==> config.mk <==
export PLATFORM = sky130hd
export DESIGN_NAME = led7seg_scan_rx
export DESIGN_NICKNAME = d
export VERILOG_FILES = /design/src/rtl/led7seg_pkg.sv /design/src/rtl/led7seg_seg_dec.sv /design/src/rtl/led7seg_scan_rx.sv
export SDC_FILE = /design/constraint.sdc
export NUM_CORES = 1
export LEC_CHECK = 0
export BUFFER_PORTS_ARGS = -buffer_cell sky130_fd_sc_hd__buf_2
export CAP_MARGIN = 20
export CORE_MARGIN = 1.5
export CORE_UTILIZATION = 50
export DETAILED_ROUTE_END_ITERATION = 6
export PLACE_DENSITY = 0.68
export SLEW_MARGIN = 20
export SYNTH_ARGS = -nofsm -noshare
export SYNTH_HDL_FRONTEND = slang
export SYNTH_HIERARCHICAL = 1
export SYNTH_SLANG_ARGS = --single-unit
==> constraint.sdc <==
create_clock -name CK_i -period 7.1 [get_ports CK_i]
set_input_delay 2.13 -clock CK_i [delete_from_list [all_inputs] [get_ports CK_i]]
set_output_delay 2.13 -clock CK_i [all_outputs]
set_load 0.1 [all_outputs]
==> src/rtl/led7seg_pkg.sv <==
// Shared 7-segment definitions: segment codes, blank code and scan FSM states.
package led7seg_pkg;

    // Index n holds the {g,f,e,d,c,b,a} pattern that displays hex digit n.
    localparam logic [15:0][6:0] SEG_CODE = {
        7'h71, 7'h79, 7'h5E, 7'h39, 7'h7C, 7'h77, 7'h6F, 7'h7F,
        7'h27, 7'h7D, 7'h6D, 7'h66, 7'h4F, 7'h5B, 7'h06, 7'h3F
    };

    localparam logic [6:0] SEG_BLANK = 7'h00;

    typedef enum logic [2:0] {
        ST_IDLE,
        ST_WAIT_D3,
        ST_WAIT_D2,
        ST_WAIT_D1,
        ST_WAIT_D0
    } state_t;

endpackage

==> src/rtl/led7seg_seg_dec.sv <==
// Combinational 7-segment pattern to hex nibble decoder.
module led7seg_seg_dec
    import led7seg_pkg::*;
(
    input  logic [6:0] seg,
    output logic [3:0] nib,
    output logic       blank,
    output logic       err
);

    always_comb begin
        nib   = '0;
        blank = 1'b0;
        err   = 1'b1;
        if (seg == SEG_BLANK) begin
            blank = 1'b1;
            err   = 1'b0;
        end else begin
            for (int i = 0; i < 16; i++) begin
                if (seg == SEG_CODE[i]) begin
                    nib = 4'(i);
                    err = 1'b0;
                end
            end
        end
    end

endmodule

==> src/rtl/led7seg_scan_rx.sv <==
// Receives a multiplexed 4-digit 7-segment scan and rebuilds the 16-bit value.
module led7seg_scan_rx
    import led7seg_pkg::*;
#(
    parameter int unsigned C_STABLE  = 16,
    parameter int unsigned C_TIMEOUT = 65536
) (
    input  logic        CK_i,
    input  logic        XARST_i,
    input  logic [3:0]  ACT_DIGIT_i,
    input  logic [6:0]  SEG7_i,
    output logic [15:0] DAT_o,
    output logic        VALID_o,
    output logic [3:0]  BLANK_o,
    output logic [3:0]  DIG_ERR_o,
    output logic        SEQ_ERR_o
);

    logic [3:0]       act_s1, act_s2;
    logic [6:0]       seg_s1, seg_s2;
    logic [15:0]      stb_cnt;
    logic [10:0]      last_key;
    logic [31:0]      tmo_cnt;
    state_t           state, state_nxt, adv_st;
    logic             diff, onehot, pres;
    logic [3:0]       cap, exp_dig;
    logic             clr, tmo_inc, done, seq_err;
    logic [3:0]       dec_nib;
    logic             dec_blank, dec_err;
    logic [3:0][3:0]  nib_q;
    logic [3:0]       blank_q, err_q;

    led7seg_seg_dec u_dec (
        .seg   (seg_s2),
        .nib   (dec_nib),
        .blank (dec_blank),
        .err   (dec_err)
    );

    assign diff   = {act_s1, seg_s1} != {act_s2, seg_s2};
    assign onehot = (act_s2 != 4'd0) && ((act_s2 & (act_s2 - 4'd1)) == 4'd0);
    // A code that returns after a short glitch is the same presentation.
    assign pres   = (stb_cnt == 16'(C_STABLE)) && onehot
                    && ({act_s2, seg_s2} != last_key);

    always_ff @(posedge CK_i or negedge XARST_i) begin
        if (!XARST_i) begin
            act_s1   <= '0;
            act_s2   <= '0;
            seg_s1   <= '0;
            seg_s2   <= '0;
            stb_cnt  <= '0;
            last_key <= '0;
        end else begin
            act_s1 <= ACT_DIGIT_i;
            act_s2 <= act_s1;
            seg_s1 <= SEG7_i;
            seg_s2 <= seg_s1;
            if (diff)
                stb_cnt <= '0;
            else if (stb_cnt != 16'(C_STABLE))
                stb_cnt <= stb_cnt + 16'd1;
            if (pres)
                last_key <= {act_s2, seg_s2};
        end
    end

    always_ff @(posedge CK_i or negedge XARST_i) begin
        if (!XARST_i)
            state <= ST_IDLE;
        else
            state <= state_nxt;
    end

    always_comb begin
        exp_dig = '0;
        adv_st  = ST_WAIT_D3;
        unique case (state)
            ST_WAIT_D2: begin exp_dig = 4'b0100; adv_st = ST_WAIT_D1; end
            ST_WAIT_D1: begin exp_dig = 4'b0010; adv_st = ST_WAIT_D0; end
            ST_WAIT_D0: begin exp_dig = 4'b0001; adv_st = ST_WAIT_D3; end
            default:    ;
        endcase
    end

    always_comb begin
        state_nxt = state;
        cap       = '0;
        clr       = 1'b0;
        tmo_inc   = 1'b0;
        done      = 1'b0;
        seq_err   = 1'b0;
        unique case (state)
            ST_IDLE: begin
                state_nxt = ST_WAIT_D3;
                clr       = 1'b1;
            end
            ST_WAIT_D3: begin
                if (pres && act_s2[3]) begin
                    cap       = 4'b1000;
                    state_nxt = ST_WAIT_D2;
                end
            end
            default: begin
                tmo_inc = 1'b1;
                if (pres && act_s2 == exp_dig) begin
                    cap       = exp_dig;
                    state_nxt = adv_st;
                    done      = (state == ST_WAIT_D0);
                end else if (pres) begin
                    // Out-of-order digit: drop the frame, digit3 restarts it.
                    seq_err = 1'b1;
                    clr     = 1'b1;
                    if (act_s2[3]) begin
                        cap       = 4'b1000;
                        state_nxt = ST_WAIT_D2;
                    end else begin
                        state_nxt = ST_WAIT_D3;
                    end
                end else if (tmo_cnt >= 32'(C_TIMEOUT)) begin
                    seq_err   = 1'b1;
                    clr       = 1'b1;
                    state_nxt = ST_WAIT_D3;
                end
            end
        endcase
    end

    always_ff @(posedge CK_i or negedge XARST_i) begin
        if (!XARST_i) begin
            nib_q     <= '0;
            blank_q   <= '0;
            err_q     <= '0;
            tmo_cnt   <= '0;
            DAT_o     <= '0;
            BLANK_o   <= '0;
            DIG_ERR_o <= '0;
            VALID_o   <= 1'b0;
            SEQ_ERR_o <= 1'b0;
        end else begin
            if (clr) begin
                nib_q   <= '0;
                blank_q <= '0;
                err_q   <= '0;
            end
            for (int i = 0; i < 4; i++) begin
                if (cap[i]) begin
                    nib_q[i]   <= dec_nib;
                    blank_q[i] <= dec_blank;
                    err_q[i]   <= dec_err;
                end
            end
            if (clr || cap != 4'd0)
                tmo_cnt <= '0;
            else if (tmo_inc)
                tmo_cnt <= tmo_cnt + 32'd1;
            VALID_o   <= done;
            SEQ_ERR_o <= seq_err;
            if (done) begin
                DAT_o     <= {nib_q[3], nib_q[2], nib_q[1], dec_nib};
                BLANK_o   <= {blank_q[3:1], dec_blank};
                DIG_ERR_o <= {err_q[3:1], dec_err};
            end
        end
    end

endmodule
* After elaboration in Yosys (flattened, before gate mapping)
Cells that the tools add are included.
Cells by class: bitwise gates (word level) 1, reductions and logical operators 18, muxes and demuxes 69, equal/unequal tests 27, add/subtract/negate cells 3, order comparisons 1
Operators with widths (count):
- $eq A7 B7 Y1 const B | 12
- $mux W4 | 17
- $mux W32 | 2
- $mux W16 | 3
- $add A32 B1 Y32 const B | 1
- $ge A32 B17 Y1 const B | 1
- $mux W1 | 31
- $mux W3 | 8
- $ne A11 B11 Y1 | 2
- $eq A7 B6 Y1 const B | 3
- $add A16 B1 Y16 const B | 1
- $eq A16 B5 Y1 const B | 1
- $ne A16 B5 Y1 const B | 1
- $pmux W3 S2 | 2
- $pmux W3 S3 | 1
- $pmux W4 S2 | 1
- $reduce_bool A2 Y1 | 4
- $reduce_bool A4 Y1 | 2
- $eq A7 B3 Y1 const B | 1
- $logic_not A7 Y1 | 1
- $eq A3 B2 Y1 const B | 2
- $mux W2 | 3
- $logic_and A1 B1 Y1 | 5
- $reduce_bool A5 Y1 | 1
- other kinds (13) | 13
Storage, ports and cells: register bits 128, output and inout bits 26, input bits 13, logic and storage cells 141

* Depth between registers and ports, before layout
depth in word-level cells 19, gate-level depth with buffers 9, depth with buffers taken out 8

* Hierarchy
The synthesis kept the hierarchy.
Modules (own cells, without submodules):
- led7seg_scan_rx | times used 1, seq. area each 3203.1 µm², area each 5645.4 µm², cells each 471
- led7seg_seg_dec | times used 1, seq. area each 0.0 µm², area each 382.9 µm², cells each 58

* Least setup slack after synthesis
Ideal clock, no wire load.
path type reg-to-output, start point register DAT_o[10], end point output DAT_o[10], data arrival time 898 ps, required time 4970 ps, slack 4072 ps, stages on the path, launching flop included 1, buffers on the path 0, cell sequence dfrtp_1
RTL lines:
- start, declared | line led7seg_scan_rx.sv:12 | output logic [15:0] DAT_o,
- start signal, assigned | line led7seg_scan_rx.sv:160 | DAT_o <= {nib_q[3], nib_q[2], nib_q[1], dec_nib};
No word-level cell between the ends.

* Worst setup path in the final report
start point register DIG_ERR_o[3], end point output DIG_ERR_o[3]
RTL lines:
- start, declared | line led7seg_scan_rx.sv:15 | output logic [3:0] DIG_ERR_o,
- start signal, assigned | line led7seg_scan_rx.sv:162 | DIG_ERR_o <= {err_q[3:1], dec_err};
No word-level cell between the ends.

==> impl_metrics.ini <==
[power_and_ir_drop]
max-vdd-ir-drop_mv = 0.1540
pwr_density_cell_nw_per_um2 = 239.7
leakage_nw = 3.330
finalPower_mw = 1.650

[worst_setup_path]
crit_buf_inv = 1
crit_slowest_cell = buf_2
cp.depth = 1
cp_top_family = buffers and inverters
reg2reg_slack_ns = 4.06
cpPeakStageDelay_ns = 0.43
worst-endpoint-required_ns = 4.97
cp-end-kind = output pin
worstRegToRegCells = 7
path_class = reg2out
crit_fanout = 2
crit_chain = buf_2
worstSetupStartpointType = flop
worst-endpoint-arrival_ns = 1.21

[placement]
dpl.hpwl_um = 7537
gp_congestion = 0.7976
placed_area_um2 = 6302
portBuffers = 38
place_ws_ns = 3.499
dp.cells = 690

[hold_path]
hp-class = reg2reg
hold_path_depth = 0

[global_routing]
grt_pass1_wl_um = 19490
antenna_found_initial = 0
grt_overflow_total = 0
first_global_vias = 4092
track_usage = 0.1949
grt_max_degree = 72

[synth]
postSynthAreaPerCell_um2 = 11.40
synth_edf_count = 0
syn_inst = 529
synth-seq-area-share = 0.5313
yosysMostFrequentCell = dfrtp_1
synth-compound-area-share = 0.07347
synth-seq-cells = 128
synth-xor-area-share = 0.1032
async_flop_share = 1.000
synth_top_cells_by_count = 128 x dfrtp_1, 61 x nor2_1, 56 x xor2_1
synth_nets = 546
yosysUniqueCellTypes = 64
synth_fa_ha_area_frac = 0.008302
synth-simple-area-share = 0.1797
synth_top_family_by_area = simple AND/OR/NAND/NOR gates
ys.flop_type = dfrtp_1
synth_top_area_cell = dfrtp_1
yosys_warnings = 6
yosysTopAreaCellShare = 0.5313
muxShareOfSynthArea = 0.07721
synth_area_leaders = dfrtp_1 53%, xor2_1 8.1%, nor2_1 3.8%
syn-cell-area_um2 = 6028

[timing]
skew_ns = 0.007175
timing.final.crit_period_ns = 3.344
tns_ns = 0
finalHoldViolCount = 0
fmax_mhz = 299.0
rsz0062_at_grt = false
slew_viol_final = 0
fin_ws_ns = 3.756
period_share = 0.4710
slew_headroom = 0.4114
setup_viol = 0
worst_pin_slew_ns = 0.8829

[floorplanning]
start_util = 0.5213
core_area_um2 = 11560
dieArea_um2 = 12720
dieWidth_um = 112.8
design.portCount = 39
std_cell_rows = 39
die_y_um = 112.8

[route]
drc = 0
m1WireLength_um = 5066
drt_iter0_markers = 258
wl_um = 11330
wl_met3_um = 427
drt_pass1_iterations = 4
vias = 4016
ant_nets = 0
post_drt_wl_per_cell_um = 15.70
vias_per_cell = 5.562
wl_met2_um = 5652
route.top_layer_used = met4

[clock_tree]
numCtsBuffers = 17
cts_setup_buffers = 0
clockBufferDepth = 2
clock-root-buffer = clkbuf_16
cts_resized = 0
cts_tree = done
cts_max_level = 4
cts_sinks = 128
ctsHoldBuffers = 0
clock_latency_ns = 0.42
path_clk_slew_ns = 0.06

[status]
status = complete, no violations

[finish]
final_cells = 722
final_layout_size_suffix_gt1_frac = 0.1883
fin_nets = 583
final_area_um2 = 6883
area_delta_synth_final_pct = 14.18
n_antenna_cell = 0

[run]
maxCapViolCount = 0
## layer usage
layer  track usage  vias up
li1              -     1938
met1        0.2456     1981
met2        0.3130       78
met3       0.05088       19
met4       0.09789        0
met5             0        -
## power by group
group	internal, mW	switching (mW)	total (mW)
registers	0.736	0.0159	0.752
logic	0.0141	0.0255	0.0397
clock network	0.549	0.309	0.858
## placed cells by master (no fill, tap or decap), types with 4 or more instances in the layout
cell type and n:
clkbuf_1 4, nor2b_1 4, inv_1 8, ha_1 4
dfrtp_1 128, xnor2_1 15, nand3_1 21, mux2_2 18
mux2_4 10, nor3_1 14, nand3b_1 4, nor4_1 10
a22o_1 18, clkinv_2 5, and3_1 13, nor2_1 61
mux2_1 10, xor2_1 56, buf_4 4, clkbuf_16 17
nand4_1 11, and4_1 6, nand2_1 34, a21oi_1 8
buf_2 37
## worst paths after layout
| kind | startpoint | end |
|---|---|---|
| worst max-delay path | DIG_ERR_o[3]$_DFFE_PN0P_ | DIG_ERR_o[3] |
| worst min-delay path | seg_s1[2]$_DFF_PN0_ | seg_s2[2]$_DFF_PN0_ |
| worst max register to register | seg_s2[5]$_DFF_PN0_ | err_q[1]$_DFFE_PN0P_ |
| worst min register to register | seg_s1[2]$_DFF_PN0_ | seg_s2[2]$_DFF_PN0_ |
| max in group asynchronous | XARST_i | BLANK_o[0]$_DFFE_PN0P_ |
| min in group asynchronous | XARST_i | stb_cnt[9]$_DFFE_PN0P_ |
## worst reg2reg max path: cells and delay by family (launching register included)
kind,cells,cell delay (ns)
mux,1,0.44
xor+xnor,1,0.16
buf+inv,1,0.37
simple gates,2,0.44
flops,1,0.66
compound gates,2,0.84
## area by class of cell
type                    count  area [um2]
clock buffers              21       440.4
clock inverters            11       140.1
fillers                   939        4682
inverters                   8       30.03
multi-input cells         370        2675
flip-flops and latches    128        3203
well taps                 143       178.9
repair buffers             41       215.2
## kinds of logic (layout without fill, tap and decap cells)
logic type,count (synthesis),after routing
compound gates,53,53
buf+inv,31,81
xor+xnor,71,71
simple gates,204,204
mux,38,38
flops,128,128
fa+ha+maj,4,4
## sequential cells by signal, summed over array words and instances (netlist names), 4 cells and up
signal,flops
seg_s1,7
BLANK_o,4
nib_q,12
last_key,11
DAT_o,16
act_s1,4
tmo_cnt,32
stb_cnt,16
seg_s2,7
act_s2,4
DIG_ERR_o,4
## per-stage QoR
| stage | utilization | hold WS (ns) |
|---|---|---|
| 3_3_place_gp | 0.5443 | 0.3799 |
| 2_1_floorplan | - | 0.3715 |
| 4_1_cts | 0.5952 | 0.3931 |
| 3_5_place_dp | 0.5450 | 0.3800 |
| 5_1_grt | 0.5952 | 0.4017 |
| 6_report | 0.5952 | 0.3881 |
No activity file was read; power rests on OpenSTA's default activity.
